==> src/rtl/dcache_responder_pkg.sv <==
// Shared types and field-width helpers for the direct-mapped write-through data cache.
// No logic of its own; latency not applicable.
// No flow control of its own; consumers handle the backing-memory handshake.
package dcache_pkg;

    typedef enum logic [1:0] {
        IDLE   = 2'd0,
        REFILL = 2'd1,
        WRITE  = 2'd2,
        FLUSH  = 2'd3
    } state_e;

    // Store byte-count encoding: 0 means a full word.
    localparam logic [1:0] SZ_WORD = 2'd0;
    localparam logic [1:0] SZ_BYTE = 2'd1;
    localparam logic [1:0] SZ_HALF = 2'd2;
    localparam logic [1:0] SZ_TRI  = 2'd3;

    function automatic int word_bits(input int words_per_line);
        return $clog2(words_per_line);
    endfunction

    function automatic int index_bits(input int lines);
        return $clog2(lines);
    endfunction

    // Tag is what remains above byte, word and index fields of a 32-bit address.
    function automatic int tag_bits(input int lines, input int words_per_line);
        return 32 - 2 - $clog2(words_per_line) - $clog2(lines);
    endfunction

endpackage

==> src/rtl/dcache_responder_if.sv <==
// MEM-stage request port and backing-memory port of the data cache.
// Pure wiring; no latency.
// MEM side stalls on data_valid_OUT low; backing side is single-outstanding req/ack.
interface dcache_cpu_if;
    logic [31:0] data_address_IN;
    logic [31:0] data_write_IN;
    logic [1:0]  data_write_size_IN;
    logic        MemRead_IN;
    logic        MemWrite_IN;
    logic        MemFlush_IN;
    logic [31:0] data_read_OUT;
    logic        data_valid_OUT;

    modport master (
        output data_address_IN, data_write_IN, data_write_size_IN,
        output MemRead_IN, MemWrite_IN, MemFlush_IN,
        input  data_read_OUT, data_valid_OUT
    );

    modport slave (
        input  data_address_IN, data_write_IN, data_write_size_IN,
        input  MemRead_IN, MemWrite_IN, MemFlush_IN,
        output data_read_OUT, data_valid_OUT
    );
endinterface

interface dcache_mem_if;
    logic [31:0] mem_addr_OUT;
    logic [31:0] mem_wdata_OUT;
    logic [1:0]  mem_wsize_OUT;
    logic        mem_req_OUT;
    logic        mem_we_OUT;
    logic [31:0] mem_rdata_IN;
    logic        mem_ack_IN;

    modport master (
        output mem_addr_OUT, mem_wdata_OUT, mem_wsize_OUT, mem_req_OUT, mem_we_OUT,
        input  mem_rdata_IN, mem_ack_IN
    );

    modport slave (
        input  mem_addr_OUT, mem_wdata_OUT, mem_wsize_OUT, mem_req_OUT, mem_we_OUT,
        output mem_rdata_IN, mem_ack_IN
    );
endinterface

==> src/rtl/dcache_responder_write_merge.sv <==
// Merges right-justified store bytes into a big-endian cached word at a byte offset.
// Purely combinational, zero latency.
// No flow control; bytes that would land past offset 3 are dropped.
module dcache_write_merge
    import dcache_pkg::*;
(
    input  logic [31:0] old_word_i,
    input  logic [31:0] wdata_i,
    input  logic [1:0]  size_i,
    input  logic [1:0]  off_i,
    output logic [31:0] new_word_o
);
    logic [2:0] nbytes;
    logic [2:0] src_byte;

    // Lane k (offset k, bits [31-8k -: 8]) takes source byte N-1-(k-off) when covered.
    always_comb begin
        nbytes     = (size_i == SZ_WORD) ? 3'd4 : {1'b0, size_i};
        src_byte   = '0;
        new_word_o = old_word_i;
        for (int k = 0; k < 4; k++) begin
            if ((3'(k) >= {1'b0, off_i}) && (3'(k) < ({1'b0, off_i} + nbytes))) begin
                src_byte = nbytes - 3'd1 - (3'(k) - {1'b0, off_i});
                new_word_o[31-8*k -: 8] = wdata_i[8*src_byte[1:0] +: 8];
            end
        end
    end
endmodule

==> src/rtl/dcache_responder.sv <==
// Direct-mapped write-through no-write-allocate data cache for the MEM stage.
// Read hit 0 extra cycles; miss 1 + per-beat ack latencies + 1; write 1 + ack latency; flush 1 + LINES.
// MEM stalls while data_valid_OUT is low; backing memory holds one outstanding req until ack.
module dcache_responder
    import dcache_pkg::*;
#(
    parameter int LINES          = 16,
    parameter int WORDS_PER_LINE = 4
) (
    input  logic         CLK,
    input  logic         RESET,
    dcache_cpu_if.slave  cpu,
    dcache_mem_if.master bmem
);
    localparam int WB = word_bits(WORDS_PER_LINE);
    localparam int IB = index_bits(LINES);
    localparam int TB = tag_bits(LINES, WORDS_PER_LINE);

    state_e           state_q;
    logic [WB-1:0]    beat_q;
    logic [IB-1:0]    flush_q;
    logic [LINES-1:0] valid_q;
    logic             mem_req_q;
    logic             mem_we_q;
    logic [31:0]      mem_addr_q;
    logic [31:0]      mem_wdata_q;
    logic [1:0]       mem_wsize_q;

    // Tag and data arrays carry no reset; valid_q alone decides whether they mean anything.
    logic [TB-1:0]    tag_q  [LINES];
    logic [31:0]      data_q [LINES*WORDS_PER_LINE];

    // Fields of the incoming MEM-stage address.
    logic [WB-1:0]    req_word;
    logic [IB-1:0]    req_idx;
    logic [TB-1:0]    req_tag;
    logic             req_hit;
    logic [31:0]      rd_word;

    // Fields of the address currently out on the backing port.
    logic [WB-1:0]    bk_word;
    logic [IB-1:0]    bk_idx;
    logic [TB-1:0]    bk_tag;
    logic             bk_hit;

    logic             ack_take;
    logic             fill_we;
    logic             fill_last;
    logic             merge_we;
    logic [31:0]      merge_d;

    assign req_word = cpu.data_address_IN[WB+1:2];
    assign req_idx  = cpu.data_address_IN[WB+2 +: IB];
    assign req_tag  = cpu.data_address_IN[31 -: TB];
    assign req_hit  = valid_q[req_idx] && (tag_q[req_idx] == req_tag);
    assign rd_word  = data_q[{req_idx, req_word}];

    assign bk_word  = mem_addr_q[WB+1:2];
    assign bk_idx   = mem_addr_q[WB+2 +: IB];
    assign bk_tag   = mem_addr_q[31 -: TB];
    assign bk_hit   = valid_q[bk_idx] && (tag_q[bk_idx] == bk_tag);

    // An ack only counts while a request is actually outstanding.
    assign ack_take  = bmem.mem_ack_IN && mem_req_q;
    assign fill_we   = (state_q == REFILL) && ack_take;
    assign fill_last = fill_we && (beat_q == WB'(WORDS_PER_LINE - 1));
    assign merge_we  = (state_q == WRITE) && ack_take && bk_hit;

    assign bmem.mem_req_OUT   = mem_req_q;
    assign bmem.mem_we_OUT    = mem_we_q;
    assign bmem.mem_addr_OUT  = mem_addr_q;
    assign bmem.mem_wdata_OUT = mem_wdata_q;
    assign bmem.mem_wsize_OUT = mem_wsize_q;

    dcache_write_merge u_merge (
        .old_word_i (data_q[{bk_idx, bk_word}]),
        .wdata_i    (mem_wdata_q),
        .size_i     (mem_wsize_q),
        .off_i      (mem_addr_q[1:0]),
        .new_word_o (merge_d)
    );

    // Completion flag and read data; flush and write take priority over read.
    always_comb begin
        cpu.data_valid_OUT = 1'b0;
        cpu.data_read_OUT  = '0;
        case (state_q)
            IDLE: begin
                if (!cpu.MemFlush_IN && !cpu.MemWrite_IN) begin
                    if (!cpu.MemRead_IN) begin
                        cpu.data_valid_OUT = 1'b1;
                    end else if (req_hit) begin
                        cpu.data_valid_OUT = 1'b1;
                        cpu.data_read_OUT  = rd_word;
                    end
                end
            end
            WRITE:   cpu.data_valid_OUT = ack_take;
            FLUSH:   cpu.data_valid_OUT = (flush_q == IB'(LINES - 1));
            default: cpu.data_valid_OUT = 1'b0;
        endcase
    end

    // Refill beats and store hits write the data array; the tag lands with the last beat.
    always_ff @(posedge CLK) begin
        if (fill_we) begin
            data_q[{bk_idx, bk_word}] <= bmem.mem_rdata_IN;
        end else if (merge_we) begin
            data_q[{bk_idx, bk_word}] <= merge_d;
        end
        if (fill_last) begin
            tag_q[bk_idx] <= bk_tag;
        end
    end

    // Main controller: state, counters, valid bits and the registered backing request.
    always_ff @(posedge CLK or negedge RESET) begin
        if (!RESET) begin
            state_q     <= IDLE;
            beat_q      <= '0;
            flush_q     <= '0;
            valid_q     <= '0;
            mem_req_q   <= 1'b0;
            mem_we_q    <= 1'b0;
            mem_addr_q  <= '0;
            mem_wdata_q <= '0;
            mem_wsize_q <= '0;
        end else begin
            case (state_q)
                IDLE: begin
                    if (cpu.MemFlush_IN) begin
                        state_q <= FLUSH;
                        flush_q <= '0;
                    end else if (cpu.MemWrite_IN) begin
                        state_q     <= WRITE;
                        mem_req_q   <= 1'b1;
                        mem_we_q    <= 1'b1;
                        mem_addr_q  <= cpu.data_address_IN;
                        mem_wdata_q <= cpu.data_write_IN;
                        mem_wsize_q <= cpu.data_write_size_IN;
                    end else if (cpu.MemRead_IN && !req_hit) begin
                        state_q     <= REFILL;
                        beat_q      <= '0;
                        mem_req_q   <= 1'b1;
                        mem_we_q    <= 1'b0;
                        mem_addr_q  <= {cpu.data_address_IN[31:WB+2], {WB{1'b0}}, 2'b00};
                        mem_wdata_q <= '0;
                        mem_wsize_q <= SZ_WORD;
                    end
                end
                REFILL: begin
                    if (ack_take) begin
                        if (fill_last) begin
                            mem_req_q       <= 1'b0;
                            valid_q[bk_idx] <= 1'b1;
                            beat_q          <= '0;
                            state_q         <= IDLE;
                        end else begin
                            // Next beat re-issues immediately with the following word address.
                            beat_q                <= beat_q + WB'(1);
                            mem_addr_q[WB+1:2]    <= beat_q + WB'(1);
                        end
                    end
                end
                WRITE: begin
                    if (ack_take) begin
                        mem_req_q <= 1'b0;
                        mem_we_q  <= 1'b0;
                        state_q   <= IDLE;
                    end
                end
                FLUSH: begin
                    valid_q[flush_q] <= 1'b0;
                    if (flush_q == IB'(LINES - 1)) begin
                        flush_q <= '0;
                        state_q <= IDLE;
                    end else begin
                        flush_q <= flush_q + IB'(1);
                    end
                end
                default: state_q <= IDLE;
            endcase
        end
    end
endmodule

==> src/flat_wrapper.sv <==
// flat-port wrapper written by rule: the top's interface ports become plain ports
module dcache_responder_flat import dcache_pkg::*;
#(
    parameter int LINES          = 16,
    parameter int WORDS_PER_LINE = 4
)
  (CLK, RESET, cpu_data_address_IN, cpu_data_write_IN, cpu_data_write_size_IN, cpu_MemRead_IN, cpu_MemWrite_IN, cpu_MemFlush_IN, cpu_data_read_OUT, cpu_data_valid_OUT, bmem_mem_addr_OUT, bmem_mem_wdata_OUT, bmem_mem_wsize_OUT, bmem_mem_req_OUT, bmem_mem_we_OUT, bmem_mem_rdata_IN, bmem_mem_ack_IN);
  dcache_cpu_if cpu_i ();
  dcache_mem_if bmem_i ();
  input  logic CLK;
  input  logic RESET;
  input wire logic [$bits(cpu_i.data_address_IN)-1:0] cpu_data_address_IN;
  input wire logic [$bits(cpu_i.data_write_IN)-1:0] cpu_data_write_IN;
  input wire logic [$bits(cpu_i.data_write_size_IN)-1:0] cpu_data_write_size_IN;
  input wire logic [$bits(cpu_i.MemRead_IN)-1:0] cpu_MemRead_IN;
  input wire logic [$bits(cpu_i.MemWrite_IN)-1:0] cpu_MemWrite_IN;
  input wire logic [$bits(cpu_i.MemFlush_IN)-1:0] cpu_MemFlush_IN;
  output wire logic [$bits(cpu_i.data_read_OUT)-1:0] cpu_data_read_OUT;
  output wire logic [$bits(cpu_i.data_valid_OUT)-1:0] cpu_data_valid_OUT;
  output wire logic [$bits(bmem_i.mem_addr_OUT)-1:0] bmem_mem_addr_OUT;
  output wire logic [$bits(bmem_i.mem_wdata_OUT)-1:0] bmem_mem_wdata_OUT;
  output wire logic [$bits(bmem_i.mem_wsize_OUT)-1:0] bmem_mem_wsize_OUT;
  output wire logic [$bits(bmem_i.mem_req_OUT)-1:0] bmem_mem_req_OUT;
  output wire logic [$bits(bmem_i.mem_we_OUT)-1:0] bmem_mem_we_OUT;
  input wire logic [$bits(bmem_i.mem_rdata_IN)-1:0] bmem_mem_rdata_IN;
  input wire logic [$bits(bmem_i.mem_ack_IN)-1:0] bmem_mem_ack_IN;
  assign cpu_i.data_address_IN = cpu_data_address_IN;
  assign cpu_i.data_write_IN = cpu_data_write_IN;
  assign cpu_i.data_write_size_IN = cpu_data_write_size_IN;
  assign cpu_i.MemRead_IN = cpu_MemRead_IN;
  assign cpu_i.MemWrite_IN = cpu_MemWrite_IN;
  assign cpu_i.MemFlush_IN = cpu_MemFlush_IN;
  assign cpu_data_read_OUT = cpu_i.data_read_OUT;
  assign cpu_data_valid_OUT = cpu_i.data_valid_OUT;
  assign bmem_mem_addr_OUT = bmem_i.mem_addr_OUT;
  assign bmem_mem_wdata_OUT = bmem_i.mem_wdata_OUT;
  assign bmem_mem_wsize_OUT = bmem_i.mem_wsize_OUT;
  assign bmem_mem_req_OUT = bmem_i.mem_req_OUT;
  assign bmem_mem_we_OUT = bmem_i.mem_we_OUT;
  assign bmem_i.mem_rdata_IN = bmem_mem_rdata_IN;
  assign bmem_i.mem_ack_IN = bmem_mem_ack_IN;
  dcache_responder #(.LINES(LINES), .WORDS_PER_LINE(WORDS_PER_LINE)) u_core (.CLK(CLK), .RESET(RESET), .cpu(cpu_i), .bmem(bmem_i));
endmodule
==> config.mk <==
export PLATFORM = sky130hd
export DESIGN_NAME = dcache_responder_flat
export DESIGN_NICKNAME = d
export VERILOG_FILES = /design/src/rtl/dcache_responder_pkg.sv /design/src/rtl/dcache_responder_if.sv /design/src/rtl/dcache_responder_write_merge.sv /design/src/rtl/dcache_responder.sv /design/src/flat_wrapper.sv
export SDC_FILE = /design/constraint.sdc
export NUM_CORES = 2
export LEC_CHECK = 0
export CORE_AREA = 2 2 457 459
export DETAILED_ROUTE_END_ITERATION = 8
export DIE_AREA = 0 0 459 461
export PLACE_DENSITY = 0.67
export RECOVER_POWER = 100
export SLEW_MARGIN = 20
export SYNTH_ARGS = -nofsm -noshare
export SYNTH_HDL_FRONTEND = slang
export SYNTH_SLANG_ARGS = --single-unit
==> constraint.sdc <==
create_clock -name CLK -period 4.5 [get_ports CLK]
set_input_delay 0.45 -clock CLK [delete_from_list [all_inputs] [get_ports CLK]]
set_output_delay 0.45 -clock CLK [all_outputs]
set_load 0.005 [all_outputs]
==> impl_metrics.env <==
export IMPL_status="finished, violations left"
export IMPL_violations="capacitance limit, slew limit, setup timing"
export IMPL_synth_seq_cells=2524
export IMPL_coreArea_um2=206000
export IMPL_max_slew_margin_rel_pct=-32.5
export IMPL_fin_ws_ns=-0.443
export IMPL_ios=205
export IMPL_maxCapViolations=3
export IMPL_skew_ns=0.0450
export IMPL_synthCells=4586
export IMPL_critPathCaptureType="flip-flop"
export IMPL_cts_sink_count=2524
export IMPL_ys_seq_area_share_pct=73.4
export IMPL_p_sw_w=0.0147
export IMPL_avgSynthCellArea_um2=22.4
export IMPL_power_density_nw_per_um2=473
export IMPL_cts_clk_slew_worst_paths_ns=0.06
export IMPL_cts_buffers=240
export IMPL_floorplan_initialDensity_pct=49.7
export IMPL_critPathKind="reg2reg"
export IMPL_yosys_most_used_dff="edfxtp_1"
export IMPL_synth_xor_area_share_pct=0.580
export IMPL_clockBufferDepth=3
export IMPL_min_period_over_period_pct=110
export IMPL_fin_crit_ns=4.94
export IMPL_rows=167
export IMPL_busiest_layer="met2"
export IMPL_cts_max_level=4
export IMPL_vias_per_cell=6.32
export IMPL_cp_start_kind="flip-flop"
export IMPL_synthAdderAreaFrac_pct=0.178
export IMPL_fmax_ghz=0.202
export IMPL_maxSlewViolCount=108
export IMPL_yosys_area_share_simple_pct=2.16
export IMPL_setup_violations=364
export IMPL_syn2layout_area_growth_pct=16.9
export IMPL_p_int_w=0.0421
export IMPL_grt_pass1_vias=51938
export IMPL_synth_mux_area_share_pct=21.5
export IMPL_clockRootBuffer="clkbuf_16"
export IMPL_grtUsageMet2_pct=40.6
export IMPL_hp_class="in2reg"
export IMPL_fill_cells=14726
export IMPL_clock_latency_ns=0.89
export IMPL_crit_fanout=23
export IMPL_synth_edf_count=2432
export IMPL_cts_tree="yes"
export IMPL_ir_drop_mv=0.650
export IMPL_yosysWarningCount=0
export IMPL_final_setup_tns_ns=-79.94
export IMPL_power_frac_seq_pct=48.6
export IMPL_finalHoldViolCount=0
export IMPL_synth_compound_area_share_pct=0.860
export IMPL_grtUsageTotal_pct=25.6
export IMPL_dp_cells=7762
export IMPL_synth_top_family_by_area="multiplexers"
export IMPL_pwr_share_clk_pct=33.8
export IMPL_die_h_um=461
export IMPL_pre_cts_slack_ns=-0.182
export IMPL_antenna_found_initial=16
export IMPL_place_gp_congestion=0.865
export IMPL_drt_iter0_drc=7356
export IMPL_wl_per_cell_um=32.7
export IMPL_met1_usage_pct=35.2
export IMPL_leakage_nw=38.7
export IMPL_grt_pass1_wl_um=382000
export IMPL_fin_cells=8227
export IMPL_grt_overflow=0
export IMPL_cp_required_ns=5.07
export IMPL_grt_util_met3_pct=6.01
export IMPL_rsz0062_at_grt="true"
export IMPL_pwr_share_comb_pct=17.6
export IMPL_ant_nets=0
export IMPL_nets=5427
export IMPL_holdWs_ns=0.169
export IMPL_vias=52024
export IMPL_ys_types=57
export IMPL_firstDrtPassIters=7
export IMPL_switching_share_pct=25.9
export IMPL_worstMarginPinSlew_ns=1.98
export IMPL_io_buffers=204
export IMPL_grt_max_degree=65
export IMPL_totalWireLength_um=269000
export IMPL_drive_above_1_share_pct=35.5
export IMPL_drc=0
export IMPL_syn_num_nets=4704
export IMPL_die_area_um2=212000
export IMPL_arrival_ns=5.51
export IMPL_syn_area_um2=103000
export IMPL_die_w_um=459
export IMPL_hpwl_um=169000
export IMPL_async_flop_share_pct=3.65
==> cell type report <==
type	instances	area (µm²)	share of cell area [%]
sequential	2524	75300	62.8
inverter	17	63.8	0.0532
clock inverter	129	972	0.810
clock buffer	318	6490	5.41
tap	2704	3380	2.82
multi-input combinational	1760	26300	21.9
antenna	9	22.5	0.0188
timing repair buffer	766	7440	6.20
==> metal layers <==
metal,share of wire [%],vias up
li1,-,20930
met1,38,27799
met2,48,2799
met3,9.7,470
met4,3.4,26
met5,0.23,-
==> metrics by stage <==
stage	utilization, %	cell area (µm²)	total power [W]
2_1_floorplan	-	103000	0.0336
3_3_place_gp	54.4	112000	0.0380
3_5_place_dp	54.4	112000	0.0381
4_1_cts	58.1	120000	0.0572
5_1_grt	58.1	120000	0.0586
6_report	58.2	120000	0.0568
==> critical path: stages (launching register included) <==
cell and delay [ns]:
dfrtp_1 0.76, clkbuf_4 0.49, nor3b_1 1.59, nand2_1 1.13
nor2_1 0.42, buf_4 0.23
==> what timing repair did <==
item / CTS / global route
setup endpoints to repair: 195 / 1087
cloned: 3 / 1
gates resized for setup: 162 / 48
pin swaps: 5 / 6
endpoints found under the hold margin: 55 / 0
buffers inserted: 9 / 8
hold buffers: 1 / 0
==> sequential cells by signal, indices dropped and copies added (netlist names) <==
register / cells
u_core.valid_q: 16
u_core.tag_q: 384
u_core.beat_q: 2
u_core.flush_q: 4
u_core.state_q: 2
u_core.bmem.mem_wsize_OUT: 2
u_core.bmem.mem_addr_OUT: 32
u_core.bmem.mem_req_OUT: 1
u_core.bmem.mem_wdata_OUT: 32
u_core.data_q: 2048
u_core.bmem.mem_we_OUT: 1
==> power by group through the flow <==
stage	logic (W)	clock network (W)	registers, W
2_1_floorplan	0.00577	0	0.0279
3_3_place_gp	0.00992	0	0.0281
3_5_place_dp	0.00999	0	0.0281
4_1_cts	0.0101	0.0195	0.0276
5_1_grt	0.0105	0.0204	0.0277
6_report	0.00998	0.0192	0.0276
==> path summary, 6_finish.rpt <==
| path | slack, ns | depth (start not counted) | start | end |
|---|---|---|---|---|
| worst max-delay path | -0.44 | 5 | u_core.bmem.mem_addr_OUT[6]$_DFFE_PN0P_ | u_core.data_q[33][7]$_DFFE_PP_ |
| worst min-delay path | 0.17 | 3 | cpu_data_address_IN[7] | u_core.bmem.mem_addr_OUT[7]$_DFFE_PN0P_ |
| worst max register to register | -0.44 | 5 | u_core.bmem.mem_addr_OUT[6]$_DFFE_PN0P_ | u_core.data_q[33][7]$_DFFE_PP_ |
| worst min register to register | 0.51 | 1 | u_core.beat_q[1]$_DFFE_PN0P_ | u_core.beat_q[1]$_DFFE_PN0P_ |
| max in group asynchronous | 1.38 | 3 | RESET | u_core.bmem.mem_wdata_OUT[17]$_DFFE_PN0P_ |
| min in group asynchronous | 0.63 | 2 | RESET | u_core.bmem.mem_addr_OUT[26]$_DFFE_PN0P_ |
==> placed cells by master (no fill, tap or decap), drive strengths merged, types with 8 or more instances in the layout <==
master / synthesis / final
edfxtp: 2432 / 2432
mux4: 926 / 926
buf: 107 / 565
clkbuf: 178 / 354
nor2: 290 / 290
clkinv: 0 / 103
clkdlybuf4s50: 0 / 100
nand2: 100 / 100
dfrtp: 92 / 92
dlygate4sd3: 0 / 65
mux2: 64 / 64
mux2i: 53 / 53
a22o: 42 / 42
nor2b: 38 / 38
xnor2: 36 / 36
xor2: 32 / 32
o21ai: 28 / 28
inv: 17 / 25
nand3: 16 / 16
a21oi: 15 / 15
ha: 13 / 13
nor3: 12 / 12
nand4: 12 / 12
bufinv: 0 / 11
a31oi: 10 / 10
diode: 0 / 9
and2: 8 / 8
==> cell usage after synthesis, types with 3 or more instances <==
| cell | n | area (µm²) |
|---|---|---|
| edfxtp_1 | 2432 | 73000 |
| mux4_2 | 926 | 20900 |
| nor2_1 | 290 | 1090 |
| clkbuf_1 | 178 | 668 |
| nand2_1 | 100 | 375 |
| dfrtp_1 | 92 | 2300 |
| mux2_2 | 64 | 721 |
| buf_2 | 53 | 265 |
| mux2i_1 | 53 | 531 |
| a22o_1 | 42 | 368 |
| nor2b_1 | 38 | 238 |
| xnor2_1 | 36 | 315 |
| xor2_1 | 32 | 280 |
| buf_1 | 29 | 109 |
| o21ai_0 | 26 | 130 |
| inv_1 | 17 | 63.8 |
| nand3_1 | 16 | 80.1 |
| a21oi_1 | 15 | 75.1 |
| buf_6 | 14 | 158 |
| ha_1 | 13 | 163 |
| nand4_1 | 12 | 75.1 |
| nor3_1 | 12 | 60.1 |
| buf_4 | 11 | 82.6 |
| a31oi_1 | 10 | 62.6 |
| a211oi_1 | 7 | 52.6 |
| and3_1 | 7 | 43.8 |
| nor3b_1 | 7 | 52.6 |
| and2_1 | 6 | 37.5 |
| o31ai_1 | 6 | 45.0 |
| nor4_1 | 4 | 25.0 |
| nand3b_1 | 3 | 22.5 |
==> cell families after synthesis <==
logic type,after synthesis
xor gates and xnor gates,68
adders and majority gates,14
muxes,1043
DFF,2524
and+or+nand+nor,511
buffers and inverters,302
AOI/OAI and AO/OA,124
Note: power is estimated with default switching activity, not from simulation.
